**src/rtl/channel_rx_framer_if.sv**
```systemverilog
// ============================================================================
// Module      : channel_rx_framer_if
// Description : Bundles the channel word input and the payload/status outputs
//               of the receive framer.
//               master : the channel side. It drives rx_valid/rx_data and
//                        observes the payload and status outputs.
//               slave  : the framer. It consumes rx_* and drives the
//                        payload/status outputs.
//               Signals:
//                 rx_valid, rx_data[15:0]      channel word strobe and data
//                 payload_valid, payload_data  delivered payload word
//                 payload_sof, payload_eof     frame boundary flags
//                 locked                       framer is in LOCKED
//                 frame_cnt[15:0]              frames delivered
//                 sync_err_cnt[7:0]            missed syncs while locked
// Revision    : 1.0 - initial release
// ============================================================================
`default_nettype none

interface channel_rx_framer_if;
    logic        rx_valid;
    logic [15:0] rx_data;
    logic        payload_valid;
    logic [15:0] payload_data;
    logic        payload_sof;
    logic        payload_eof;
    logic        locked;
    logic [15:0] frame_cnt;
    logic [7:0]  sync_err_cnt;

    modport master (
        output rx_valid,
        output rx_data,
        input  payload_valid,
        input  payload_data,
        input  payload_sof,
        input  payload_eof,
        input  locked,
        input  frame_cnt,
        input  sync_err_cnt
    );

    modport slave (
        input  rx_valid,
        input  rx_data,
        output payload_valid,
        output payload_data,
        output payload_sof,
        output payload_eof,
        output locked,
        output frame_cnt,
        output sync_err_cnt
    );
endinterface

`default_nettype wire

```
**src/rtl/channel_rx_framer.sv**
```systemverilog
// ============================================================================
// Module      : channel_rx_framer
// Description : Receive-side frame synchroniser. It searches the channel word
//               stream for SYNC_WORD, allowing up to SYNC_TOL bit errors. It
//               locks after LOCK_CNT consecutive matched syncs and delivers
//               the FRAME_LEN payload words of each frame. A flywheel holds
//               lock until MISS_MAX consecutive sync slots fail.
//               Ports:
//                 clk_50  system clock, rising edge
//                 reset   synchronous, active-low
//                 bus     channel_rx_framer_if.slave (rx in, payload/status out)
// Revision    : 1.0 - initial release
// ============================================================================
`default_nettype none

module channel_rx_framer #(
    parameter logic [15:0] SYNC_WORD = 16'hA5C3,
    parameter int          FRAME_LEN = 8,
    parameter int          SYNC_TOL  = 1,
    parameter int          LOCK_CNT  = 2,
    parameter int          MISS_MAX  = 3
) (
    input  wire logic              clk_50,
    input  wire logic              reset,
    channel_rx_framer_if.slave     bus
);

    localparam logic [1:0] c_ST_SEARCH = 2'd0;
    localparam logic [1:0] c_ST_VERIFY = 2'd1;
    localparam logic [1:0] c_ST_LOCKED = 2'd2;

    localparam logic [7:0] c_frame_len = FRAME_LEN[7:0];
    localparam logic [4:0] c_sync_tol  = SYNC_TOL[4:0];
    localparam logic [7:0] c_lock_cnt  = LOCK_CNT[7:0];
    localparam logic [7:0] c_miss_max  = MISS_MAX[7:0];

    logic [1:0]  r_state;
    logic [7:0]  r_pos;        // 0 = sync slot, 1..FRAME_LEN = payload slots
    logic [7:0]  r_good;
    logic [7:0]  r_miss;
    logic        r_pv;
    logic [15:0] r_pdata;
    logic        r_sof;
    logic        r_eof;
    logic [15:0] r_frame_cnt;
    logic [7:0]  r_err_cnt;

    logic [15:0] w_diff;
    logic [4:0]  w_dist;
    logic        w_match;
    logic [7:0]  w_pos_next;

    // Hamming distance between the incoming word and the sync pattern.
    always_comb begin
        w_diff = bus.rx_data ^ SYNC_WORD;
        w_dist = 5'd0;
        for (int i = 0; i < 16; i++) begin
            w_dist = w_dist + {4'd0, w_diff[i]};
        end
        w_match = (w_dist <= c_sync_tol);
    end

    assign w_pos_next = (r_pos == c_frame_len) ? 8'd0 : r_pos + 8'd1;

    always_ff @(posedge clk_50) begin
        if (!reset) begin
            r_state     <= c_ST_SEARCH;
            r_pos       <= 8'd0;
            r_good      <= 8'd0;
            r_miss      <= 8'd0;
            r_pv        <= 1'b0;
            r_pdata     <= 16'd0;
            r_sof       <= 1'b0;
            r_eof       <= 1'b0;
            r_frame_cnt <= 16'd0;
            r_err_cnt   <= 8'd0;
        end else begin
            // Payload strobes are single-cycle pulses.
            r_pv  <= 1'b0;
            r_sof <= 1'b0;
            r_eof <= 1'b0;
            if (bus.rx_valid) begin
                case (r_state)
                    c_ST_SEARCH: begin
                        if (w_match) begin
                            r_good  <= 8'd1;
                            r_pos   <= 8'd1;
                            r_state <= (LOCK_CNT == 1) ? c_ST_LOCKED : c_ST_VERIFY;
                        end
                    end
                    c_ST_VERIFY: begin
                        if (r_pos == 8'd0) begin
                            if (w_match) begin
                                r_good <= r_good + 8'd1;
                                r_pos  <= 8'd1;
                                if (r_good + 8'd1 == c_lock_cnt) begin
                                    r_state <= c_ST_LOCKED;
                                end
                            end else begin
                                // The failing word is consumed here and not
                                // re-tested by SEARCH.
                                r_state <= c_ST_SEARCH;
                                r_good  <= 8'd0;
                                r_pos   <= 8'd0;
                            end
                        end else begin
                            r_pos <= w_pos_next;
                        end
                    end
                    c_ST_LOCKED: begin
                        if (r_pos == 8'd0) begin
                            if (w_match) begin
                                r_miss <= 8'd0;
                                r_pos  <= 8'd1;
                            end else begin
                                if (r_err_cnt != 8'hFF) begin
                                    r_err_cnt <= r_err_cnt + 8'd1;
                                end
                                if (r_miss + 8'd1 == c_miss_max) begin
                                    r_state <= c_ST_SEARCH;
                                    r_miss  <= 8'd0;
                                    r_good  <= 8'd0;
                                    r_pos   <= 8'd0;
                                end else begin
                                    // Flywheel: keep framing and deliver the
                                    // payload that follows the missed sync.
                                    r_miss <= r_miss + 8'd1;
                                    r_pos  <= 8'd1;
                                end
                            end
                        end else begin
                            r_pv    <= 1'b1;
                            r_pdata <= bus.rx_data;
                            r_sof   <= (r_pos == 8'd1);
                            r_eof   <= (r_pos == c_frame_len);
                            if (r_pos == c_frame_len) begin
                                r_frame_cnt <= r_frame_cnt + 16'd1;
                            end
                            r_pos <= w_pos_next;
                        end
                    end
                    default: begin
                        r_state <= c_ST_SEARCH;
                    end
                endcase
            end
        end
    end

    assign bus.payload_valid = r_pv;
    assign bus.payload_data  = r_pdata;
    assign bus.payload_sof   = r_sof;
    assign bus.payload_eof   = r_eof;
    assign bus.locked        = (r_state == c_ST_LOCKED);
    assign bus.frame_cnt     = r_frame_cnt;
    assign bus.sync_err_cnt  = r_err_cnt;

endmodule

`default_nettype wire

```
**src/flat_wrapper.sv**
```systemverilog
// flat-port wrapper written by rule: the top's interface ports become plain ports
module channel_rx_framer_flat 
#(
    parameter logic [15:0] SYNC_WORD = 16'hA5C3,
    parameter int          FRAME_LEN = 8,
    parameter int          SYNC_TOL  = 1,
    parameter int          LOCK_CNT  = 2,
    parameter int          MISS_MAX  = 3
)
  (clk_50, reset, bus_rx_valid, bus_rx_data, bus_payload_valid, bus_payload_data, bus_payload_sof, bus_payload_eof, bus_locked, bus_frame_cnt, bus_sync_err_cnt);
  channel_rx_framer_if bus_i ();
  input  wire logic clk_50;
  input  wire logic reset;
  input wire logic [$bits(bus_i.rx_valid)-1:0] bus_rx_valid;
  input wire logic [$bits(bus_i.rx_data)-1:0] bus_rx_data;
  output wire logic [$bits(bus_i.payload_valid)-1:0] bus_payload_valid;
  output wire logic [$bits(bus_i.payload_data)-1:0] bus_payload_data;
  output wire logic [$bits(bus_i.payload_sof)-1:0] bus_payload_sof;
  output wire logic [$bits(bus_i.payload_eof)-1:0] bus_payload_eof;
  output wire logic [$bits(bus_i.locked)-1:0] bus_locked;
  output wire logic [$bits(bus_i.frame_cnt)-1:0] bus_frame_cnt;
  output wire logic [$bits(bus_i.sync_err_cnt)-1:0] bus_sync_err_cnt;
  assign bus_i.rx_valid = bus_rx_valid;
  assign bus_i.rx_data = bus_rx_data;
  assign bus_payload_valid = bus_i.payload_valid;
  assign bus_payload_data = bus_i.payload_data;
  assign bus_payload_sof = bus_i.payload_sof;
  assign bus_payload_eof = bus_i.payload_eof;
  assign bus_locked = bus_i.locked;
  assign bus_frame_cnt = bus_i.frame_cnt;
  assign bus_sync_err_cnt = bus_i.sync_err_cnt;
  channel_rx_framer #(.SYNC_WORD(SYNC_WORD), .FRAME_LEN(FRAME_LEN), .SYNC_TOL(SYNC_TOL), .LOCK_CNT(LOCK_CNT), .MISS_MAX(MISS_MAX)) u_core (.clk_50(clk_50), .reset(reset), .bus(bus_i));
endmodule
```
**config.mk**
```make
export PLATFORM = sky130hd
export DESIGN_NAME = channel_rx_framer_flat
export DESIGN_NICKNAME = d
export VERILOG_FILES = /design/src/rtl/channel_rx_framer_if.sv /design/src/rtl/channel_rx_framer.sv /design/src/flat_wrapper.sv
export SDC_FILE = /design/constraint.sdc
export NUM_CORES = 1
export LEC_CHECK = 0
export CELL_PAD_IN_SITES_DETAIL_PLACEMENT = 1
export CELL_PAD_IN_SITES_GLOBAL_PLACEMENT = 2
export CORE_MARGIN = 2
export CORE_UTILIZATION = 41
export DETAILED_ROUTE_END_ITERATION = 10
export DONT_BUFFER_PORTS = 1
export PLACE_DENSITY = 0.85
export SYNTH_ARGS = -nofsm -noshare
export SYNTH_HDL_FRONTEND = slang
export SYNTH_SLANG_ARGS = --single-unit
export TNS_END_PERCENT = 20
```
**constraint.sdc**
```tcl
create_clock -name clk_50 -period 12.25 [get_ports clk_50]
set_clock_uncertainty 0.05 [all_clocks]
set_input_delay 1.8375 -clock clk_50 [delete_from_list [all_inputs] [get_ports clk_50]]
set_output_delay 1.8375 -clock clk_50 [all_outputs]
set_load 0.01 [all_outputs]
```
==> metrics.txt, run 1 <==
area leader, netlist=dfxtp_1; async set-reset flop share out of synthesis=0%; wire per inst=16.3 um; worst path cell trace=inv_1 > ha_1 > inv_1 > fa_1 > inv_1 > fa_1 > fa_1 > inv_1 > fa_1 > fa_1 > fa_1 > nor2b_1 > nor2b_1 > nand4_1 > or2_2 > or4_1 > a21oi_1; Total Neg Setup Slack=0 ns; Worst Tran Pin Value=1.05 ns; Yosys top cell area share=35.9%; CORE AREA=0.00915 mm2; htree depth=3; max_cap viols=0; VDD IR-drop max=0.0690 mV; post-DP HPWL=6.63 mm; Hold Crit Class=flip-flop to flip-flop; CTS tree=built; synth warn=0; syn_area_per_cell=8.69 um2; Post-CTS Setup Bufs=0; kind of critical path=primary input to flip-flop; vias per cell=5.63; Tcrit/Tclk final=56.8%; number of synthesized flops with an enable pin=0; Fin. Hold Viols=0; CTS buffer count=9; antenna violations before repair=0; Largest stage delay, worst path=0.51 ns; Top cell by count, worst path=fa_1; Routed Wire Length=9.10 mm; Final Slew Violations=0; Die Y-Extent=101 um; Clock Latency Late Sink=0.36 ns; Cell Area, Synth=0.00385 mm2; I/O Buffers=0; Clock Path Buffers=2; 1st-iter DRT viols=72; sequential area share after synthesis=35.9%; post-synthesis cell type count=57; Antenna Violating Nets Remaining=0; unrepaired setup endpoints after global routing=no; die width=101 um; I/O pins=63; power per cell area=150 mW/mm2; die area=0.0102 mm2; #FFs+latches synth=69; Clock Pin Slew Worst Setup and Hold Paths=0.08 ns; Layout area overhead=7.87%; pin count of the biggest net entering global routing=56; minimum clock period=6.96 ns; GPL Wtd Cong=0.764; Lkg Pwr=1.58 nW; WP data required=12.48 ns; Slew Limit Headroom=30.1%; Worst Setup Start Kind=primary input; Data arrival, critical path=7.19 ns; DR pass1 iterations=4; clock root buffer=clkbuf_8; Critical Path End Type=flip-flop; first-pass GRT wire length=15.6 mm; top_reg_cell synth=dfxtp_1; syn_nets=490; total global routing track utilization=19.0%; vias in the first global route=3352; final total power=0.625 mW; worst-path fanout max=8; Initial Utilization=42.1%; n_diodes=0; Synth area leaders=dfxtp_1 36%, ha_1 5.9%, nor2_1 5.9%; share of post-route cells with drive strength above 1=6.70%; Row Count=35; clk sinks=69; outcome=completed; global route overflow=0; Slowest cell on crit path=fa_1; Setup-failing EPs final=0; fin nets=490; via count=3145; Post-Synthesis Cells=443; Hold-fix buffers, CTS=0; Max Freq=144 MHz; DRC=0; post_cts resized=0
[worst max-delay path, delay by kind of cell]
| kind | cells | cell delay, ns |
|---|---|---|
| adder cells (fa/ha/maj) | 7 | 3.08 |
| AO/OA/AOI/OAI | 1 | 0.15 |
| buffers and inverters | 4 | 0.17 |
| AND/OR/NAND/NOR | 5 | 1.94 |
[Yosys cell counts, types with 2 or more instances]
cell       n
and4_1     3
nand3_1   15
and3_1    10
xor2_1    18
o31ai_1    8
inv_1     38
or3_1     10
nor3_1     5
a21oi_1   22
mux2i_1   20
o31a_1     2
nand2_1   23
xnor2_1    9
ha_1      18
nor4_1     4
a31oi_1    3
or4_4      3
o21ai_0   15
dfxtp_1   69
or4b_1     2
clkbuf_1  12
nand4_1   15
nor2_1    60
nor2b_1    6
and2_1     3
or4_1      8
fa_1      10
nor4b_1    2
nor3b_1    2
[flip-flops by register name, indices dropped and copies added (netlist names)]
register and cells:
u_core.r_pos 8, u_core.bus.frame_cnt 16, u_core.bus.sync_err_cnt 8, u_core.r_miss 8, u_core.bus.payload_eof 1, u_core.bus.payload_valid 1, u_core.bus.payload_data 16, u_core.r_state 2
u_core.bus.payload_sof 1, u_core.r_good 8
[placed cells by master, fill, tap and decap left out, drive strengths merged, types with 2 or more instances in the layout]
master,Yosys,routed
dfxtp,69,69
nor2,60,60
inv,39,40
nand2,23,23
a21oi,23,23
mux2i,20,20
xor2,18,18
ha,18,18
o21ai,16,16
nand3,15,15
nand4,15,15
or4,11,11
and3,10,10
or3,10,10
fa,10,10
clkbuf,12,10
xnor2,9,9
o31ai,8,8
nor2b,6,6
nor3,6,6
nor4,4,4
and4,3,3
a31oi,3,3
and2,3,3
clkinv,0,3
buf,2,3
nor4b,2,2
o31a,2,2
nor3b,2,2
or4b,2,2
a41oi,2,2
[per-stage QoR]
step	instance area, um2	setup WS, ns	instances	hold slack (ns)	utilization, %
after floorplan	3850	5.37	443	0.414	-
after global placement	3950	5.08	543	0.431	43.2
after detailed placement	3950	4.87	543	0.452	43.2
after CTS	4150	5.25	559	0.464	45.4
after global routing	4150	4.94	559	0.484	45.4
final	4150	5.29	559	0.456	45.4
[per-layer routing]
| metal | track usage [%] | wire length [um] |
|---|---|---|
| met1 | 22.8 | 3920 |
| met2 | 33.3 | 4670 |
| met3 | 5.34 | 422 |
| met4 | 5.27 | 89 |
| met5 | 0 | 0 |
[final timing paths]
check,slack [ns],startpoint,cells after the start,to
max,5.29,bus_rx_data[0],17,u_core.r_good[6]
max reg2reg,9.32,u_core.r_pos[5],6,u_core.r_good[3]
min,0.46,u_core.r_miss[7],2,u_core.r_miss[7]
min reg2reg,0.46,u_core.r_miss[7],2,u_core.r_miss[7]
[cell type report]
type	count	area, um2
multi-input cells	321	2260
clock inverters	6	72.6
fillers	1083	5000
repair buffers	3	22.5
clock buffers	10	128
inverters	39	146
well taps	111	139
flip-flops and latches	69	1380
[cells by family after synthesis]
| logic type | Yosys count | synth area share (%) |
|---|---|---|
| xor+xnor | 27 | 6.14 |
| buf+inv | 53 | 5.40 |
| simple gates | 179 | 24.7 |
| mux | 20 | 5.20 |
| flops | 69 | 35.9 |
| compound gates | 67 | 11.6 |
| fa+ha+maj | 28 | 11.1 |
[report_power, final]
| group | leakage (nW) | switching (mW) | internal, mW |
|---|---|---|---|
| logic | 0.925 | 0.120 | 0.0715 |
| clock network | 0.0971 | 0.0967 | 0.0959 |
| registers | 0.556 | 0.00989 | 0.231 |
Power figures use the tool's default switching activity.
==> run 2, diff against run 1 <==
--- a/config.mk
+++ b/config.mk
@@ -8,10 +8,10 @@
 export CELL_PAD_IN_SITES_DETAIL_PLACEMENT = 1
 export CELL_PAD_IN_SITES_GLOBAL_PLACEMENT = 2
 export CORE_MARGIN = 2
-export CORE_UTILIZATION = 41
+export CORE_UTILIZATION = 38
 export DETAILED_ROUTE_END_ITERATION = 10
 export DONT_BUFFER_PORTS = 1
-export PLACE_DENSITY = 0.85
+export PLACE_DENSITY = 0.8
 export SYNTH_ARGS = -nofsm -noshare
 export SYNTH_HDL_FRONTEND = slang
 export SYNTH_SLANG_ARGS = --single-unit
==> constraint.sdc (replaced) <==
create_clock -name clk_50 -period 6.6 [get_ports clk_50]
set_clock_uncertainty 0.05 [all_clocks]
set_input_delay 0.99 -clock clk_50 [delete_from_list [all_inputs] [get_ports clk_50]]
set_output_delay 0.99 -clock clk_50 [all_outputs]
set_load 0.01 [all_outputs]
==> metrics.txt, run 2 (same netlist as run 1, synthesis figures left out) <==
outcome=completed (unchanged); Clock Latency Late Sink=0.35 ns (was 0.36 ns); antenna violations before repair=0 (unchanged); first-pass GRT wire length=15.8 mm (was 15.6 mm); I/O Buffers=0 (unchanged); Fin. Hold Viols=0 (unchanged); post_cts resized=0 (unchanged); die width=105 um (was 101 um); fin nets=490 (unchanged); Tcrit/Tclk final=88.9%; vias in the first global route=3285 (was 3352); WHS=0.446 ns (was 0.456 ns); Row Count=36 (was 35); Routed Wire Length=9.45 mm (was 9.10 mm); share of post-route cells with drive strength above 1=6.92% (was 6.70%); max_cap viols=0 (unchanged); Lkg Pwr=1.58 nW (about the same); Setup-failing EPs final=0 (unchanged); Clock Pin Slew Worst Setup and Hold Paths=0.08 ns (about the same); 1st-iter DRT viols=82 (was 72); CORE AREA=0.00982 mm2 (was 0.00915 mm2); DR pass1 iterations=4 (unchanged); Layout area overhead=8.75% (was 7.87%); Hold-fix buffers, CTS=0 (unchanged); I/O pins=63 (unchanged); Antenna Violating Nets Remaining=0 (unchanged); kind of critical path=primary input to flip-flop (unchanged); Worst Tran Pin Value=1.09 ns (was 1.05 ns); Total Neg Setup Slack=0 ns (unchanged); global route overflow=0 (unchanged); die area=0.0109 mm2 (was 0.0102 mm2); utilization after layout=42.6% (was 45.4%); CTS tree=built (unchanged); htree depth=3 (unchanged); power per cell area=281 mW/mm2 (was 150 mW/mm2); Data arrival, critical path=6.06 ns (was 7.19 ns); most common cell after layout, fill and taps aside=dfxtp_1 (unchanged); Max Freq=170 MHz; wire per inst=16.3 um (about the same); via count=3140 (was 3145); GPL Wtd Cong=0.754 (was 0.764); post-DP HPWL=6.88 mm (was 6.63 mm); most frequent cells in the layout=69 x dfxtp_1, 59 x nor2_1, 38 x inv_1 (unchanged); total global routing track utilization=17.7% (was 19.0%); Inst Count DP=565 (was 543); WP data required=6.79 ns (was 12.48 ns); fillcell total=1210 (was 1083); worst-path fanout max=16 (was 8); unrepaired setup endpoints after global routing=no (unchanged); pin count of the biggest net entering global routing=56 (unchanged); Clock Path Buffers=2 (unchanged); Die Y-Extent=105 um (was 101 um); VDD IR-drop max=0.114 mV (was 0.0690 mV); n_diodes=0 (unchanged); Final Slew Violations=0 (unchanged); Slew Limit Headroom=27.6% (was 30.1%); Post-CTS Setup Bufs=0 (unchanged); post-route insts no fill=581 (was 559); Worst Setup Start Kind=primary input (unchanged); Initial Utilization=39.2% (was 42.1%); Hold Crit Class=flip-flop to flip-flop (unchanged); CTS buffer count=9 (unchanged); clk sinks=69 (unchanged); Critical Path End Type=flip-flop (unchanged); DRC=0 (unchanged); minimum clock period=5.87 ns; vias per cell=5.40 (was 5.63); clock root buffer=clkbuf_8 (unchanged)
run 2: stage by stage:
stage	setup WS (ns)	power, mW	instance area (um2)
floorplan	0.571	0.729	3850
global placement	0.516	0.799	3980
detailed placement	0.313	0.819	3980
CTS	0.701	1.19	4190
global route	0.447	1.25	4190
finish	0.732	1.17	4190
run 2: path summary, 6_finish.rpt:
path                          from                end  slack, ns  depth (start not counted)
setup / recovery    bus_rx_data[0]  u_core.r_state[1]       0.73                         17
hold / removal    u_core.r_good[7]   u_core.r_good[7]       0.45                          2
setup reg to reg   u_core.r_pos[5]   u_core.r_good[6]       3.72                          6
hold reg to reg   u_core.r_good[7]   u_core.r_good[7]       0.45                          2
run 2: worst max-delay path, stage by stage:
cell and delay (ns):
inv_1 0.02, ha_1 0.27, inv_1 0.05, fa_1 0.47, inv_1 0.05, fa_1 0.47
fa_1 0.51, inv_1 0.05, fa_1 0.45, fa_1 0.42, fa_1 0.49, nor2b_1 0.17
nor2b_1 0.46, a21oi_2 0.14, a41oi_2 0.56, nor4_1 0.18, o221a_2 0.30
run 2: per-layer routing:
layer	wire length (um)	vias to the layer above	GRT usage (%)
met4	142	0	5.81
met5	0	-	0
met1	4310	1531	21.0
li1	-	1546	-
met2	4550	53	30.8
met3	449	10	4.99
run 2: power by group:
| group | total [mW] | internal (mW) | switching [mW] |
|---|---|---|---|
| Combinational | 0.360 | 0.133 | 0.227 |
| Sequential | 0.447 | 0.428 | 0.0184 |
| Clock | 0.368 | 0.188 | 0.180 |
run 2: final cells by class:
type,count,area (um2),share of cell area [%]
Multi-Input combinational cell,321,2260,54.1
Timing Repair Buffer,3,22.5,0.538
Inverter,39,146,3.50
Tap cell,133,166,3.98
Clock inverter,6,68.8,1.64
Sequential cell,69,1380,33.0
Clock buffer,10,138,3.29
==> run 3, diff against run 2 <==
--- a/config.mk
+++ b/config.mk
@@ -15,4 +15,4 @@
 export SYNTH_ARGS = -nofsm -noshare
 export SYNTH_HDL_FRONTEND = slang
 export SYNTH_SLANG_ARGS = --single-unit
-export TNS_END_PERCENT = 20
+export TNS_END_PERCENT = 5
==> results of run 3 <==
Final layout, timing and power as in run 2 (identical DEF).
